File: src/rtl/ibm1620_timing_pkg.sv
// Shared definitions for the IBM 1620 memory-cycle timing ring: controller
// states and the timing-position index constants T0..T9.
package ibm1620_timing_pkg;

   localparam int RING_LEN_DEF = 10;

   localparam int T0 = 0;
   localparam int T1 = 1;
   localparam int T2 = 2;
   localparam int T3 = 3;
   localparam int T4 = 4;
   localparam int T5 = 5;
   localparam int T6 = 6;
   localparam int T7 = 7;
   localparam int T8 = 8;
   localparam int T9 = 9;

   typedef enum logic [1:0] {
      ST_IDLE     = 2'd0,
      ST_RUN      = 2'd1,
      ST_STOPPING = 2'd2
   } state_e;

endpackage

File: src/rtl/ibm1620_trig_sync.sv
// Binary-trigger receiver: 2-flop synchroniser, rising-edge detector,
// saturating period counter, period lock and stall detection.
module ibm1620_trig_sync #(
   parameter int PER_W      = 8,
   parameter int LOCK_EDGES = 2
) (
   input  logic             clk_i,
   input  logic             rst_ni,
   input  logic             trig_i,
   input  logic             running_i,
   output logic             edge_o,
   output logic             locked_o,
   output logic [PER_W-1:0] lock_per_o,
   output logic             stall_o
);

   localparam int MW = $clog2(LOCK_EDGES + 1);

   logic             sync1_q, sync2_q, sync3_q;
   logic [PER_W-1:0] per_cnt_q, per_cnt_d;
   logic [PER_W-1:0] last_per_q, last_per_d;
   logic [PER_W-1:0] lock_per_q, lock_per_d;
   logic [MW-1:0]    match_q, match_d;
   logic             have_edge_q, have_edge_d;
   logic             locked_q, locked_d;
   logic             edge_w, per_sat, stall_w;
   logic [PER_W:0]   stall_lim;

   assign edge_w    = sync2_q & ~sync3_q;
   assign per_sat   = &per_cnt_q;
   // 2*lock_per+1 as a shift with a one shifted in.
   assign stall_lim = {lock_per_q, 1'b1};
   assign stall_w   = running_i & locked_q & ~edge_w & ({1'b0, per_cnt_q} >= stall_lim);

   // Synchroniser chain plus one delay stage for edge detection.
   always_ff @(posedge clk_i or negedge rst_ni) begin
      if (!rst_ni) begin
         sync1_q <= 1'b0;
         sync2_q <= 1'b0;
         sync3_q <= 1'b0;
      end else begin
         // NOTE: non-blocking so each flop samples its predecessor's pre-edge value.
         sync1_q <= trig_i;
         sync2_q <= sync1_q;
         sync3_q <= sync2_q;
      end
   end

   // Period counter and lock state registers.
   always_ff @(posedge clk_i or negedge rst_ni) begin
      if (!rst_ni) begin
         per_cnt_q   <= '0;
         last_per_q  <= '0;
         lock_per_q  <= '0;
         match_q     <= '0;
         have_edge_q <= 1'b0;
         locked_q    <= 1'b0;
      end else begin
         per_cnt_q   <= per_cnt_d;
         last_per_q  <= last_per_d;
         lock_per_q  <= lock_per_d;
         match_q     <= match_d;
         have_edge_q <= have_edge_d;
         locked_q    <= locked_d;
      end
   end

   // Interval measurement and lock decision; a saturated interval never counts.
   always_comb begin
      // NOTE: every target defaults to its held value first, so no latch is inferred.
      per_cnt_d   = per_cnt_q;
      last_per_d  = last_per_q;
      lock_per_d  = lock_per_q;
      match_d     = match_q;
      have_edge_d = have_edge_q;
      locked_d    = locked_q;

      if (edge_w) begin
         per_cnt_d   = PER_W'(1);
         have_edge_d = 1'b1;
         if (have_edge_q && !per_sat) begin
            last_per_d = per_cnt_q;
            if (per_cnt_q == last_per_q && match_q != '0) begin
               if (match_q < MW'(LOCK_EDGES)) match_d = match_q + 1'b1;
            end else begin
               match_d = MW'(1);
            end
            if (!locked_q && match_d >= MW'(LOCK_EDGES)) begin
               locked_d   = 1'b1;
               lock_per_d = per_cnt_q;
            end
         end else begin
            match_d = '0;
         end
      end else if (!per_sat) begin
         per_cnt_d = per_cnt_q + 1'b1;
      end

      if (stall_w) begin
         locked_d = 1'b0;
         match_d  = '0;
      end
   end

   assign edge_o     = edge_w;
   assign locked_o   = locked_q;
   assign lock_per_o = lock_per_q;
   assign stall_o    = stall_w;

endmodule

File: src/rtl/ibm1620_timing_ring.sv
// IBM 1620 timing ring: steps a one-hot gate ring T0..T(RING_LEN-1) on each
// synchronised trigger edge, with run/stop/single-cycle control and stall
// recovery. Define IBM1620_RING_CHECK_EN to add the one-hot ring check.
module ibm1620_timing_ring
   import ibm1620_timing_pkg::*;
#(
   parameter int RING_LEN   = RING_LEN_DEF,
   parameter int PER_W      = 8,
   parameter int LOCK_EDGES = 2
) (
   input  logic                SYSCLOCK,
   input  logic                SYSRESET_N,
   input  logic                trig_q,
   input  logic                run_req,
   input  logic                stop_req,
   input  logic                single_cycle,
   output logic [RING_LEN-1:0] ring,
   output logic                cycle_end,
   output logic                running,
   output logic                locked,
   output logic                stall_err,
   output logic                ring_chk_err
);

   localparam logic [RING_LEN-1:0] RING_T0 = RING_LEN'(1) << T0;

   state_e              state_q, state_d;
   logic [RING_LEN-1:0] ring_q, ring_d;
   logic                cycle_end_q, cycle_end_d;
   logic                stall_err_q, stall_err_d;
   logic                edge_w, locked_w, stall_w;
   logic                advance, wrap;
   logic [PER_W-1:0]    lock_per_w;
   logic                lock_per_unused;
`ifdef IBM1620_RING_CHECK_EN
   logic                chk_err_q, chk_err_d, chk_fail;
`endif

   ibm1620_trig_sync #(
      .PER_W      (PER_W),
      .LOCK_EDGES (LOCK_EDGES)
   ) u_trig_sync (
      .clk_i      (SYSCLOCK),
      .rst_ni     (SYSRESET_N),
      .trig_i     (trig_q),
      .running_i  (running),
      .edge_o     (edge_w),
      .locked_o   (locked_w),
      .lock_per_o (lock_per_w),
      .stall_o    (stall_w)
   );

   // Locked period is exported for observation only; the ring itself does not use it.
   assign lock_per_unused = ^lock_per_w;

   assign advance = edge_w && (state_q != ST_IDLE);
   assign wrap    = advance && ring_q[RING_LEN-1];
`ifdef IBM1620_RING_CHECK_EN
   assign chk_fail = (ring_q == '0) || ((ring_q & (ring_q - 1'b1)) != '0);
`endif

   // State register: controller state, ring, cycle_end pulse and sticky flags.
   always_ff @(posedge SYSCLOCK or negedge SYSRESET_N) begin
      if (!SYSRESET_N) begin
         state_q     <= ST_IDLE;
         ring_q      <= RING_T0;
         cycle_end_q <= 1'b0;
         stall_err_q <= 1'b0;
`ifdef IBM1620_RING_CHECK_EN
         chk_err_q   <= 1'b0;
`endif
      end else begin
         state_q     <= state_d;
         ring_q      <= ring_d;
         cycle_end_q <= cycle_end_d;
         stall_err_q <= stall_err_d;
`ifdef IBM1620_RING_CHECK_EN
         chk_err_q   <= chk_err_d;
`endif
      end
   end

   // Next state: run control, ring rotation, then stall/check recovery override.
   always_comb begin
      state_d     = state_q;
      ring_d      = ring_q;
      cycle_end_d = 1'b0;
      stall_err_d = stall_err_q;
`ifdef IBM1620_RING_CHECK_EN
      chk_err_d   = chk_err_q;
`endif

      case (state_q)
         ST_IDLE: begin
            ring_d = RING_T0;
            if (run_req && locked_w)           state_d = ST_RUN;
            else if (single_cycle && locked_w) state_d = ST_STOPPING;
         end
         // A stop seen on the wrap tick lands in STOPPING, so one more full cycle runs.
         ST_RUN:      if (stop_req || !run_req) state_d = ST_STOPPING;
         ST_STOPPING: if (wrap) state_d = ST_IDLE;
         default:     state_d = ST_IDLE;
      endcase

      if (advance) begin
         ring_d      = {ring_q[RING_LEN-2:0], ring_q[RING_LEN-1]};
         cycle_end_d = wrap;
      end

      if (stall_w) begin
         state_d     = ST_IDLE;
         ring_d      = RING_T0;
         cycle_end_d = 1'b0;
         stall_err_d = 1'b1;
      end

`ifdef IBM1620_RING_CHECK_EN
      if (chk_fail) begin
         state_d     = ST_IDLE;
         ring_d      = RING_T0;
         cycle_end_d = 1'b0;
         chk_err_d   = 1'b1;
      end
`endif
   end

   // Outputs decoded from registered state.
   always_comb begin
      ring         = ring_q;
      cycle_end    = cycle_end_q;
      running      = (state_q != ST_IDLE);
      locked       = locked_w;
      stall_err    = stall_err_q;
`ifdef IBM1620_RING_CHECK_EN
      ring_chk_err = chk_err_q;
`else
      ring_chk_err = 1'b0;
`endif
   end

endmodule

File: config.mk
export PLATFORM = sky130hd
export DESIGN_NAME = ibm1620_timing_ring
export DESIGN_NICKNAME = d
export VERILOG_FILES = /design/src/rtl/ibm1620_timing_pkg.sv /design/src/rtl/ibm1620_trig_sync.sv /design/src/rtl/ibm1620_timing_ring.sv
export SDC_FILE = /design/constraint.sdc
export NUM_CORES = 1
export LEC_CHECK = 0
export ABC_CLOCK_PERIOD_IN_PS = 2200
export BUFFER_PORTS_ARGS = -buffer_cell sky130_fd_sc_hd__buf_2
export CAP_MARGIN = 20
export CORE_UTILIZATION = 58
export CTS_CLUSTER_DIAMETER = 120
export DETAILED_ROUTE_END_ITERATION = 12
export GPL_TIMING_DRIVEN = 0
export PLACE_DENSITY = 0.84
export SYNTH_ARGS = -nofsm -noshare
export SYNTH_HDL_FRONTEND = slang
export SYNTH_SLANG_ARGS = --single-unit
File: constraint.sdc
create_clock -name SYSCLOCK -period 2.2 [get_ports SYSCLOCK]
set_input_delay 0.11 -clock SYSCLOCK [delete_from_list [all_inputs] [get_ports SYSCLOCK]]
set_output_delay 0.11 -clock SYSCLOCK [all_outputs]
set_load 0.01 [all_outputs]
==> reports/results.ini, run 1 <==
[status]
status=finished clean

[placement]
preCtsSetupSlack_ps=-346
portBuffers=19
placed_cells=250
hpwlAfterDp_mm=2.86
place_congestion=0.803

[setup_path]
critical_path_class=register to register
cpLargestDelayFamily=simple AND/OR/NAND/NOR gates
crit_path_start=u_trig_sync.per_cnt_q[5]
cp-end-kind=register
r2r_end=u_trig_sync.lock_per_o[3]
slowest_delay_ps=480
worstReg2RegStart=u_trig_sync.per_cnt_q[5]
ff2ff_path_depth=6
critPathCapture=u_trig_sync.lock_per_o[3]
cp_max_fo=8
worstSetupPathDepth=6
required_ps=2460
cp.arrival_ps=2370
cp_cell_sequence=xor2_1, nor4_2, nand3_1, nor4_4, buf_4, mux2_2
ff2ff_setup_slack_ps=90
crit_slowest_cell=dfrtp_2
start_kind=register
worst-path-buf-inv=1

[timing]
fin_crit_ps=2110
setup_viol=0
worst_pin_slew_ps=937
slew_violations=0
hold_viol_final=0
fin_ws_ps=91.0
slew_headroom_pct=37.6
min_period_over_period_pct=95.9
skew_ps=17.9
rsz0062_at_grt=no
fmax_mhz=474

[yosys]
ys.flop_type=dfrtp_1
seq_area_frac_synth_pct=53.3
synth-edff-count=0
yosysWarnings=0
synthArstFlopShare_pct=100
ys_ff_latch=45
avgSynthCellArea_um2=11.4
synthTopCellsByCount=44 x dfrtp_1, 18 x nor2_1, 14 x mux2_2
synth_area_leaders=dfrtp_1 52%, mux2_2 7.4%, ha_1 5.3%
synth.most_common_cell=dfrtp_1
syn-instance-count=185
yosysTopAreaCell=dfrtp_1
synth_top_area_share_pct=52.0
syn_area_um2=2120
yosysUniqueCellTypes=39
syn-num-nets=200

[detailed_routing]
wl_met3_um=144
dr.first_iter.drc_count=56
via_per_inst=5.67
vias=1503
first_pass_iters=4
top_layer=met4
drc_errors=0
antenna_left=0
wirelength_mm=4.23
met1_length_mm=1.88
route.met2.wl_mm=2.12
wl_per_cell_um=16.0

[final_layout]
fin_nets=233
antenna_cells=0
regArea_um2=1130
area_delta_synth_final_pct=15.4
fill_cells=253
final_cells=265
multi_input_area_um2=937
drive_gt1_share_pct=29.7

[power]
irDropWorstVdd_v=0.000514
power.leakage_uw=0.00117
p_per_area_nw_per_um2=996
total_power_uw=2430

[floorplan]
coreArea_um2=3420
die_x_um=62.4
start_util_pct=62.0
io-pin-count=21
dieArea_um2=3900
rows=21
die_y_um=62.4

[global_routing]
gr-usage-all-layers_pct=24.9
grt_pass1_vias=1609
grt_overflow_total=0
antenna_found_initial=0
grt_max_degree=46
grt_pass1_wl_mm=7.45

[clock_network]
clock_latency_ps=370
cts_sinks=45
root_buffer=clkbuf_4
numCtsBuffers=5
cts_tree=done
cts.clk_slew.worst_paths_ps=140
cts_max_level=2
clock_path_buffers=2

[run]
maxCapViolations=0

[min_path]
hold_class=primary input to register

cell families after synthesis:
| family | share of synthesized area (%) |
|---|---|
| AOI/OAI and AO/OA | 9.34 |
| other | 0.177 |
| and+or+nand+nor | 15.3 |
| xor gates and xnor gates | 4.96 |
| adders and majority gates | 5.32 |
| muxes | 7.92 |
| DFF | 53.3 |
| buffers and inverters | 3.72 |
tightest hold or removal path, stage by stage:
cell	delay, ps
buf_2	90
or4bb_1	90
o21ai_0	80
placed cells by master (no fill, tap or decap), drive strengths merged, types with 3 or more instances in the layout:
cell,count
and3,3
buf,29
inv,10
mux2,14
nand2,10
ha,9
xnor2,7
a21oi,8
nor2b,3
dfrtp,44
clkbuf,7
nand3,8
xor2,5
nor2,20
a22o,9
final cells by class:
| cell class | instances | share of cell area [%] |
|---|---|---|
| timing repair buffer | 26 | 6.25 |
| tap | 46 | 2.36 |
| multi-input combinational | 123 | 38.4 |
| clock buffer | 5 | 1.54 |
| buffer | 7 | 1.69 |
| clock inverter | 3 | 1.90 |
| inverter | 10 | 1.54 |
| sequential | 45 | 46.4 |
repair_timing:
| item | in CTS | in global routing |
|---|---|---|
| gates resized for setup | 5 | 5 |
| endpoints found under the hold margin | 45 | 0 |
| hold buffers | 2 | 0 |
| pin swaps | 1 | 1 |
| setup buffers | 1 | 4 |
| endpoints found under the setup margin | 23 | 15 |
flip-flops by register name (all words and copies together) (netlist names):
signal	cells
ring	10
u_trig_sync.last_per_q	8
u_trig_sync.lock_per_o	8
u_trig_sync.per_cnt_q	8
state_q	2
u_trig_sync.match_q	2
cycle_end	1
stall_err	1
u_trig_sync.have_edge_q	1
u_trig_sync.locked_o	1
u_trig_sync.sync1_q	1
u_trig_sync.sync2_q	1
u_trig_sync.sync3_q	1
per-layer routing:
metal  up-vias  track usage [%]
met1       752             31.5
met4         0             13.7
met2        33             40.5
li1        709                -
met3         9             4.38
met5         -                0
how the worst min path moves through the flow:
stage	start	endpoint	slack [ps]	cells past startpoint
2_1_floorplan	SYSRESET_N	cycle_end	-190	0
3_3_place_gp	trig_q	u_trig_sync.sync1_q	220	1
3_5_place_dp	trig_q	u_trig_sync.sync1_q	220	1
4_1_cts	stop_req	state_q[0]	20	3
5_1_grt	stop_req	state_q[0]	40	3
6_report	stop_req	state_q[0]	30	3
through the flow:
stage | util [%] | area, um^2 | hold WS, ps | setup TNS, ps
2_1_floorplan | - | 2120 | -186 | 0
3_3_place_gp | 66.4 | 2270 | 221 | -262
3_5_place_dp | 66.4 | 2270 | 220 | -2510
4_1_cts | 70.1 | 2390 | 23.8 | 0
5_1_grt | 71.5 | 2440 | 44.9 | 0
6_report | 71.5 | 2440 | 34.4 | 0
power by group:
part	internal, uW	switching, uW	total [uW]
sequential	983	152	1140
clock	241	274	514
combinational	362	422	783
Note: power is estimated with default switching activity, not from simulation.
==> inputs of run 2 (changes only) <==
Settings changed: ABC_AREA from default to 1, CORE_UTILIZATION 58 to 59, PLACE_DENSITY 0.84 to 0.85.
==> run 2 against run 1 <==
Sequential cell count stayed put. Power is 17% higher. Wire length is 21% higher. Global-route usage is 0.91 points higher. Clock power is 3% higher. Via count is 37% higher. Register-to-register slack better by 140 ps. Hold slack better by 34 ps. Combinational power is 53% higher. Core utilization is 2.4 points lower.
==> reports/results.ini, run 2 <==
[status]
status=finished clean  ; unchanged

[yosys]
synth-compound-area-share_pct=5.61  ; was 9.34%
synthTopCellsByCount=99 x nand2_1, 44 x dfrtp_1, 36 x inv_1  ; was 44 x dfrtp_1, 18 x nor2_1, 14 x mux2_2
synth-edff-count=0  ; unchanged
synth_xor_area_share_pct=1.40  ; was 4.96%
syn-instance-count=311  ; was 185
synth_top_area_share_pct=44.1  ; was 52.0%
synth_area_leaders=dfrtp_1 44%, nand2_1 15%, inv_1 5.4%  ; was dfrtp_1 52%, mux2_2 7.4%, ha_1 5.3%
synthArstFlopShare_pct=100  ; unchanged
syn-num-nets=326  ; was 200
avgSynthCellArea_um2=8.03  ; was 11.4 um^2
ys_ff_latch=45  ; unchanged
ys.flop_type=dfrtp_1  ; unchanged
yosysUniqueCellTypes=36  ; was 39
syn_area_um2=2500  ; was 2120 um^2
synth_top_family_by_area=simple AND/OR/NAND/NOR gates  ; unchanged
synthMuxAreaShare_pct=0  ; was 7.92%
yosysWarnings=0  ; unchanged
synth_fa_ha_area_share_pct=4.51  ; was 5.32%
yosysTopAreaCell=dfrtp_1  ; unchanged
seq_area_frac_synth_pct=45.2  ; was 53.3%
synthSimpleGateAreaFrac_pct=32.7  ; was 15.3%
synth.most_common_cell=nand2_1  ; was dfrtp_1

[final_layout]
final_cells=391  ; was 265
mostFrequentLayoutCells=99 x nand2_1, 44 x dfrtp_1, 36 x inv_1, 23 x buf_2  ; was 40 x dfrtp_1, 22 x buf_2, 17 x nor2_1, 14 x mux2_2
fin_area_um2=2780  ; was 2440 um^2
layout_commonest_cell=nand2_1  ; was dfrtp_1
multi_input_area_um2=1110  ; was 937 um^2
largest_reg_flops=10  ; unchanged
area_delta_synth_final_pct=11.5  ; was 15.4%
drive_gt1_share_pct=20.5  ; was 29.7%
antenna_cells=0  ; unchanged
regArea_um2=1130  ; about the same
fin_nets=355  ; was 233
fill_cells=301  ; was 253

[timing]
fin_crit_ps=1970  ; was 2110 ps
fmax_mhz=507  ; was 474 MHz
fin_ws_ps=229  ; was 91.0 ps
slew_violations=0  ; unchanged
tns_ps=0  ; unchanged
hold_viol_final=0  ; unchanged
hold_ws_ps=68.9  ; was 34.4 ps
skew_ps=9.02  ; was 17.9 ps
min_period_over_period_pct=89.6  ; was 95.9%
setup_viol=0  ; unchanged
rsz0062_at_grt=no  ; unchanged

[setup_path]
required_ps=2440  ; was 2460 ps
start_kind=register  ; unchanged
ff2ff_setup_slack_ps=230  ; was 90 ps
r2r_end=ring[1]  ; was u_trig_sync.lock_per_o[3]
cpMostUsedCell=nand2_1
ff2ff_path_depth=11  ; was 6
worstReg2RegStart=u_trig_sync.per_cnt_q[4]  ; was u_trig_sync.per_cnt_q[5]
cp-end-kind=register  ; unchanged
cp_cell_sequence=ha_1, nand2_1, inv_1, nand2_1, nand2_1, nand2_1, nand3_1, nand2_1, buf_2, nand3_1, nand2_1  ; was xor2_1, nor4_2, nand3_1, nor4_4, buf_4, mux2_2
slowest_delay_ps=490  ; was 480 ps
cp.arrival_ps=2210  ; was 2370 ps
critical_path_class=register to register  ; unchanged
cp_max_fo=10  ; was 8
crit_slowest_cell=dfrtp_1  ; was dfrtp_2

[clock_network]
cts_setup_buffers=0  ; was 1
clock_path_buffers=2  ; unchanged
cts_max_level=2  ; unchanged
numCtsBuffers=5  ; unchanged
cts.clk_slew.worst_paths_ps=90  ; was 140 ps
cts_sinks=45  ; unchanged
clock_latency_ps=310  ; was 370 ps
cts_tree=done  ; unchanged
root_buffer=clkbuf_8  ; was clkbuf_4

[power]
switchingPower_uw=1190  ; was 848 uW
swShare_pct=41.7  ; was 34.8%
combinationalPowerShare_pct=42.0  ; was 32.2%
power.leakage_uw=0.00149  ; was 0.00117 uW
p_clk_share_pct=18.6  ; was 21.1%
p_per_area_nw_per_um2=1030  ; was 996 nW/um^2
p_int_uw=1670  ; was 1590 uW
p_seq_share_pct=39.4  ; was 46.7%
irDropWorstVdd_v=0.000450  ; was 0.000514 V

[detailed_routing]
dr.first_iter.drc_count=212  ; was 56
drc_errors=0  ; unchanged
first_pass_iters=5  ; was 4
wirelength_mm=5.13  ; was 4.23 mm
vias=2063  ; was 1503
via_per_inst=5.28  ; was 5.67
wl_per_cell_um=13.1  ; was 16.0 um
antenna_left=0  ; unchanged

[global_routing]
grt_max_degree=46  ; unchanged
gr-usage-all-layers_pct=25.8  ; was 24.9%
grt_pass1_vias=1838  ; was 1609
antenna_found_initial=0  ; unchanged
grt_overflow_total=0  ; unchanged
grt_pass1_wl_mm=8.43  ; was 7.45 mm

[floorplan]
dieArea_um2=4500  ; was 3900 um^2
io-pin-count=21  ; unchanged
start_util_pct=62.0  ; about the same
rows=23  ; was 21
die_x_um=67.0  ; was 62.4 um
coreArea_um2=4030  ; was 3420 um^2
die_y_um=67.0  ; was 62.4 um

[placement]
hpwlAfterDp_mm=3.66  ; was 2.86 mm
dpl-instance-area_um2=2650  ; was 2270 um^2
placed_cells=380  ; was 250
preCtsSetupSlack_ps=331  ; was -346 ps
place_congestion=0.853  ; was 0.803
portBuffers=19  ; unchanged

[min_path]
min_delay_path_depth=4  ; was 3
hold_class=primary input to register  ; unchanged
hold_end=state_q[0]  ; unchanged
worstHoldStart=stop_req  ; unchanged

[run]
maxCapViolations=0  ; unchanged

[run 2: kinds of logic after synthesis]
kind of cell             after synthesis
flip-flops                            45
XOR/XNOR                               4
adder cells (fa/ha/maj)                9
other                                  1
AND/OR/NAND/NOR                      170
buffers and inverters                 57
AO/OA/AOI/OAI                         25
[run 2: layout make-up]
cell class | count | area share [%]
Inverter | 47 | 6.38
Buffer | 10 | 3.01
Clock inverter | 3 | 0.764
Tap cell | 50 | 2.25
Multi-Input combinational cell | 209 | 39.8
Sequential cell | 45 | 40.5
Clock buffer | 5 | 2.47
Timing Repair Buffer | 22 | 4.85
[run 2: timing repair]
| action | CTS | global route |
|---|---|---|
| gates resized for setup | 0 | 0 |
| hold buffers | 2 | 0 |
| endpoints found under the hold margin | 20 | 0 |
[run 2: per-stage QoR]
stage / util, % / total power (uW)
global placement: 65.9 / 2250
detailed placement: 65.9 / 2320
global route: 69.1 / 3080
CTS: 68.6 / 2860
finish: 69.1 / 2850
floorplan: - / 2020
[run 2: power by group through the flow]
stage	clock network [uW]	logic [uW]	registers (uW)
floorplan	0	888	1130
detailed placement	0	1180	1140
global route	575	1360	1150
CTS	543	1200	1120
finish	530	1200	1130
global placement	0	1120	1130
[run 2: critical path, delay by kind of cell (launching register included)]
family	cells	cell delay, ps
fa+ha+maj	1	340
buf+inv	2	310
flops	1	490
simple gates	8	760
[run 2: worst max path at each step]
| stage | endpoint | startpoint | slack, ps | cells after the start |
|---|---|---|---|---|
| finish | ring[1] | u_trig_sync.per_cnt_q[4] | 230 | 11 |
| global route | ring[1] | u_trig_sync.per_cnt_q[4] | 80 | 11 |
| CTS | ring[1] | u_trig_sync.per_cnt_q[4] | 280 | 11 |
| detailed placement | ring[4] | u_trig_sync.per_cnt_q[4] | 330 | 11 |
| global placement | ring[2] | u_trig_sync.per_cnt_q[6] | 440 | 9 |
| floorplan | ring[1] | u_trig_sync.per_cnt_q[6] | 660 | 9 |
[run 2: routing by layer]
metal  global-route usage, %  up-vias  wire [um]
li1                        -     1033          -
met1                    33.7      963       2200
met2                    41.3       57       2600
met3                    4.45       10        240
met4                    11.7        0         91
met5                       0        -          0
==> inputs of run 3 (changes only) <==
Settings changed: CAP_MARGIN 20 to default, SETUP_SLACK_MARGIN from default to 0.3.
==> run 3 against run 2 <==
Clock power hardly changed. Sequential share of layout area is 0.080 points higher. First-iteration DRC count is 27% lower. Die area stayed put. Register-to-register slack better by 240 ps. Clock skew is 1.8 ps higher. Sequential cell count stayed put. Setup slack better by 240 ps. Sequential power hardly changed. Largest cell class unchanged.
==> reports/results.ini, run 3 (synthesis gave the netlist of run 2 again) <==
[timing]
slew_headroom_pct=34.5
setup_viol=0  ; unchanged
fmax_mhz=577  ; was 507 MHz
worst_pin_slew_ps=983
slew_violations=0  ; unchanged
hold_ws_ps=66.1  ; was 68.9 ps
min_period_over_period_pct=78.8  ; was 89.6%
fin_crit_ps=1730  ; was 1970 ps
hold_viol_final=0  ; unchanged
skew_ps=10.8  ; was 9.02 ps
rsz0062_at_grt=no  ; unchanged
tns_ps=0  ; unchanged

[global_routing]
grt_max_degree=46  ; unchanged
gr-usage-all-layers_pct=25.7  ; was 25.8%
grt_pass1_vias=1838  ; unchanged
grt_overflow_total=0  ; unchanged
antenna_found_initial=0  ; unchanged
grt_pass1_wl_mm=8.41  ; was 8.43 mm

[power]
irDropWorstVdd_v=0.000450  ; about the same
p_per_area_nw_per_um2=1030  ; about the same
power.leakage_uw=0.00148  ; was 0.00149 uW

[run]
maxCapViolations=0  ; unchanged

[setup_path]
worst-path-buf-inv=1  ; was 2
cpLargestDelayFamily=simple AND/OR/NAND/NOR gates  ; unchanged
ff2ff_path_depth=9  ; was 11
crit_slowest_cell=dfrtp_2  ; was dfrtp_1
worstSetupPathDepth=9  ; was 11
cp-end-kind=register  ; unchanged
required_ps=2390  ; was 2440 ps
cp_max_fo=10  ; unchanged
slowest_delay_ps=490  ; about the same
start_kind=register  ; unchanged
cp_cell_sequence=ha_1, nand2_1, nor2_1, nand3_1, nand3_1, nand2_2, buf_4, nand3_1, nand2_1  ; was ha_1, nand2_1, inv_1, nand2_1, nand2_1, nand2_1, nand3_1, nand2_1, buf_2, nand3_1, nand2_1
cpMostUsedCell=nand3_1  ; was nand2_1
cp.arrival_ps=1930  ; was 2210 ps
critical_path_class=register to register  ; unchanged

[final_layout]
multi_input_area_um2=1110  ; about the same
layout_commonest_cell=nand2_1  ; unchanged
fin_nets=356  ; was 355
antenna_cells=0  ; unchanged
largest_reg_flops=10  ; unchanged
drive_gt1_share_pct=21.9  ; was 20.5%
regArea_um2=1130  ; about the same
final_cells=392  ; was 391
mostFrequentLayoutCells=98 x nand2_1, 41 x dfrtp_1, 36 x inv_1, 22 x buf_2  ; was 99 x nand2_1, 44 x dfrtp_1, 36 x inv_1, 23 x buf_2
area_delta_synth_final_pct=11.7  ; was 11.5%
fill_cells=306  ; was 301

[clock_network]
clock_path_buffers=2  ; unchanged
cts.clk_slew.worst_paths_ps=100  ; was 90 ps
numCtsBuffers=5  ; unchanged
clock_latency_ps=310  ; about the same
root_buffer=clkbuf_8  ; unchanged
cts_max_level=2  ; unchanged
cts_sinks=45  ; unchanged
cts_tree=done  ; unchanged

[min_path]
min_delay_path_depth=4  ; unchanged
hold_class=primary input to register  ; unchanged

[detailed_routing]
first_pass_iters=4  ; was 5
antenna_left=0  ; unchanged
via_per_inst=5.22  ; was 5.28
dr.first_iter.drc_count=155  ; was 212
vias=2046  ; was 2063
drc_errors=0  ; unchanged
wirelength_mm=5.15  ; was 5.13 mm
wl_per_cell_um=13.1  ; about the same

[floorplan]
start_util_pct=62.0  ; unchanged
rows=23  ; unchanged
dieArea_um2=4500  ; unchanged
die_y_um=67.0  ; unchanged
die_x_um=67.0  ; unchanged
io-pin-count=21  ; unchanged
coreArea_um2=4030  ; unchanged

[placement]
placed_cells=380  ; unchanged
portBuffers=19  ; unchanged
place_congestion=0.853  ; unchanged
hpwlAfterDp_mm=3.66  ; unchanged

[status]
status=finished clean  ; unchanged

run 3: changes by cell type in the layout (fill, tap and decap cells not counted), sizes merged:
cell  delta
buf      +1
run 3: layout make-up:
class | count | share of cell area (%)
clock inverters | 3 | 0.763
well taps | 50 | 2.24
plain buffers | 10 | 3.10
flip-flops and latches | 45 | 40.6
multi-input cells | 209 | 39.8
clock buffers | 5 | 2.47
repair buffers | 23 | 4.67
inverters | 47 | 6.37
run 3: where the power goes:
part	switching, uW	total [uW]	internal [uW]
clock network	307	532	226
logic	755	1200	449
registers	125	1120	997
total	1190	2860	1670
run 3: worst register-to-register path, stage by stage (launching register included):
cell,delay (ps)
dfrtp_2,490
ha_1,300
nand2_1,50
nor2_1,140
nand3_1,90
nand3_1,110
nand2_2,90
buf_4,190
nand3_1,90
nand2_1,70
run 3: path summary, 6_finish.rpt:
check                                            end                startpoint  slack [ps]
max reg2reg                                  ring[1]  u_trig_sync.per_cnt_q[5]         470
max                                          ring[1]  u_trig_sync.per_cnt_q[5]         470
max in group asynchronous   u_trig_sync.per_cnt_q[4]                SYSRESET_N        1040
min reg2reg                      u_trig_sync.sync2_q       u_trig_sync.sync1_q         350
min in group asynchronous  u_trig_sync.lock_per_o[1]                SYSRESET_N         490
min                                       state_q[0]                  stop_req          70
run 3: per-layer routing:
metal	vias to the layer above	GRT usage (%)	wire length [um]	part of all wire, %
li1	1031	-	-	-
met1	968	33.5	2250	44
met2	37	40.8	2620	51
met3	10	4.62	189	3.7
met4	0	12.5	89	1.7
met5	-	0	0	0
run 3: repair_timing:
item,4_1_cts,5_1_grt
hold endpoints to repair,20,0
hold buffers,2,0
setup buffers,0,2
endpoints found under the setup margin,1,12
pin swaps,0,0
gates resized for setup,1,4
run 3: stage by stage:
step | utilization (%) | area (um^2) | setup slack [ps] | total power, uW
after global routing | 69.2 | 2790 | 334 | 3080
after global placement | 65.9 | 2650 | 436 | 2250
after detailed placement | 65.9 | 2650 | 331 | 2320
final | 69.2 | 2790 | 466 | 2860
after CTS | 68.7 | 2770 | 329 | 2870
after floorplan | - | 2500 | 659 | 2020
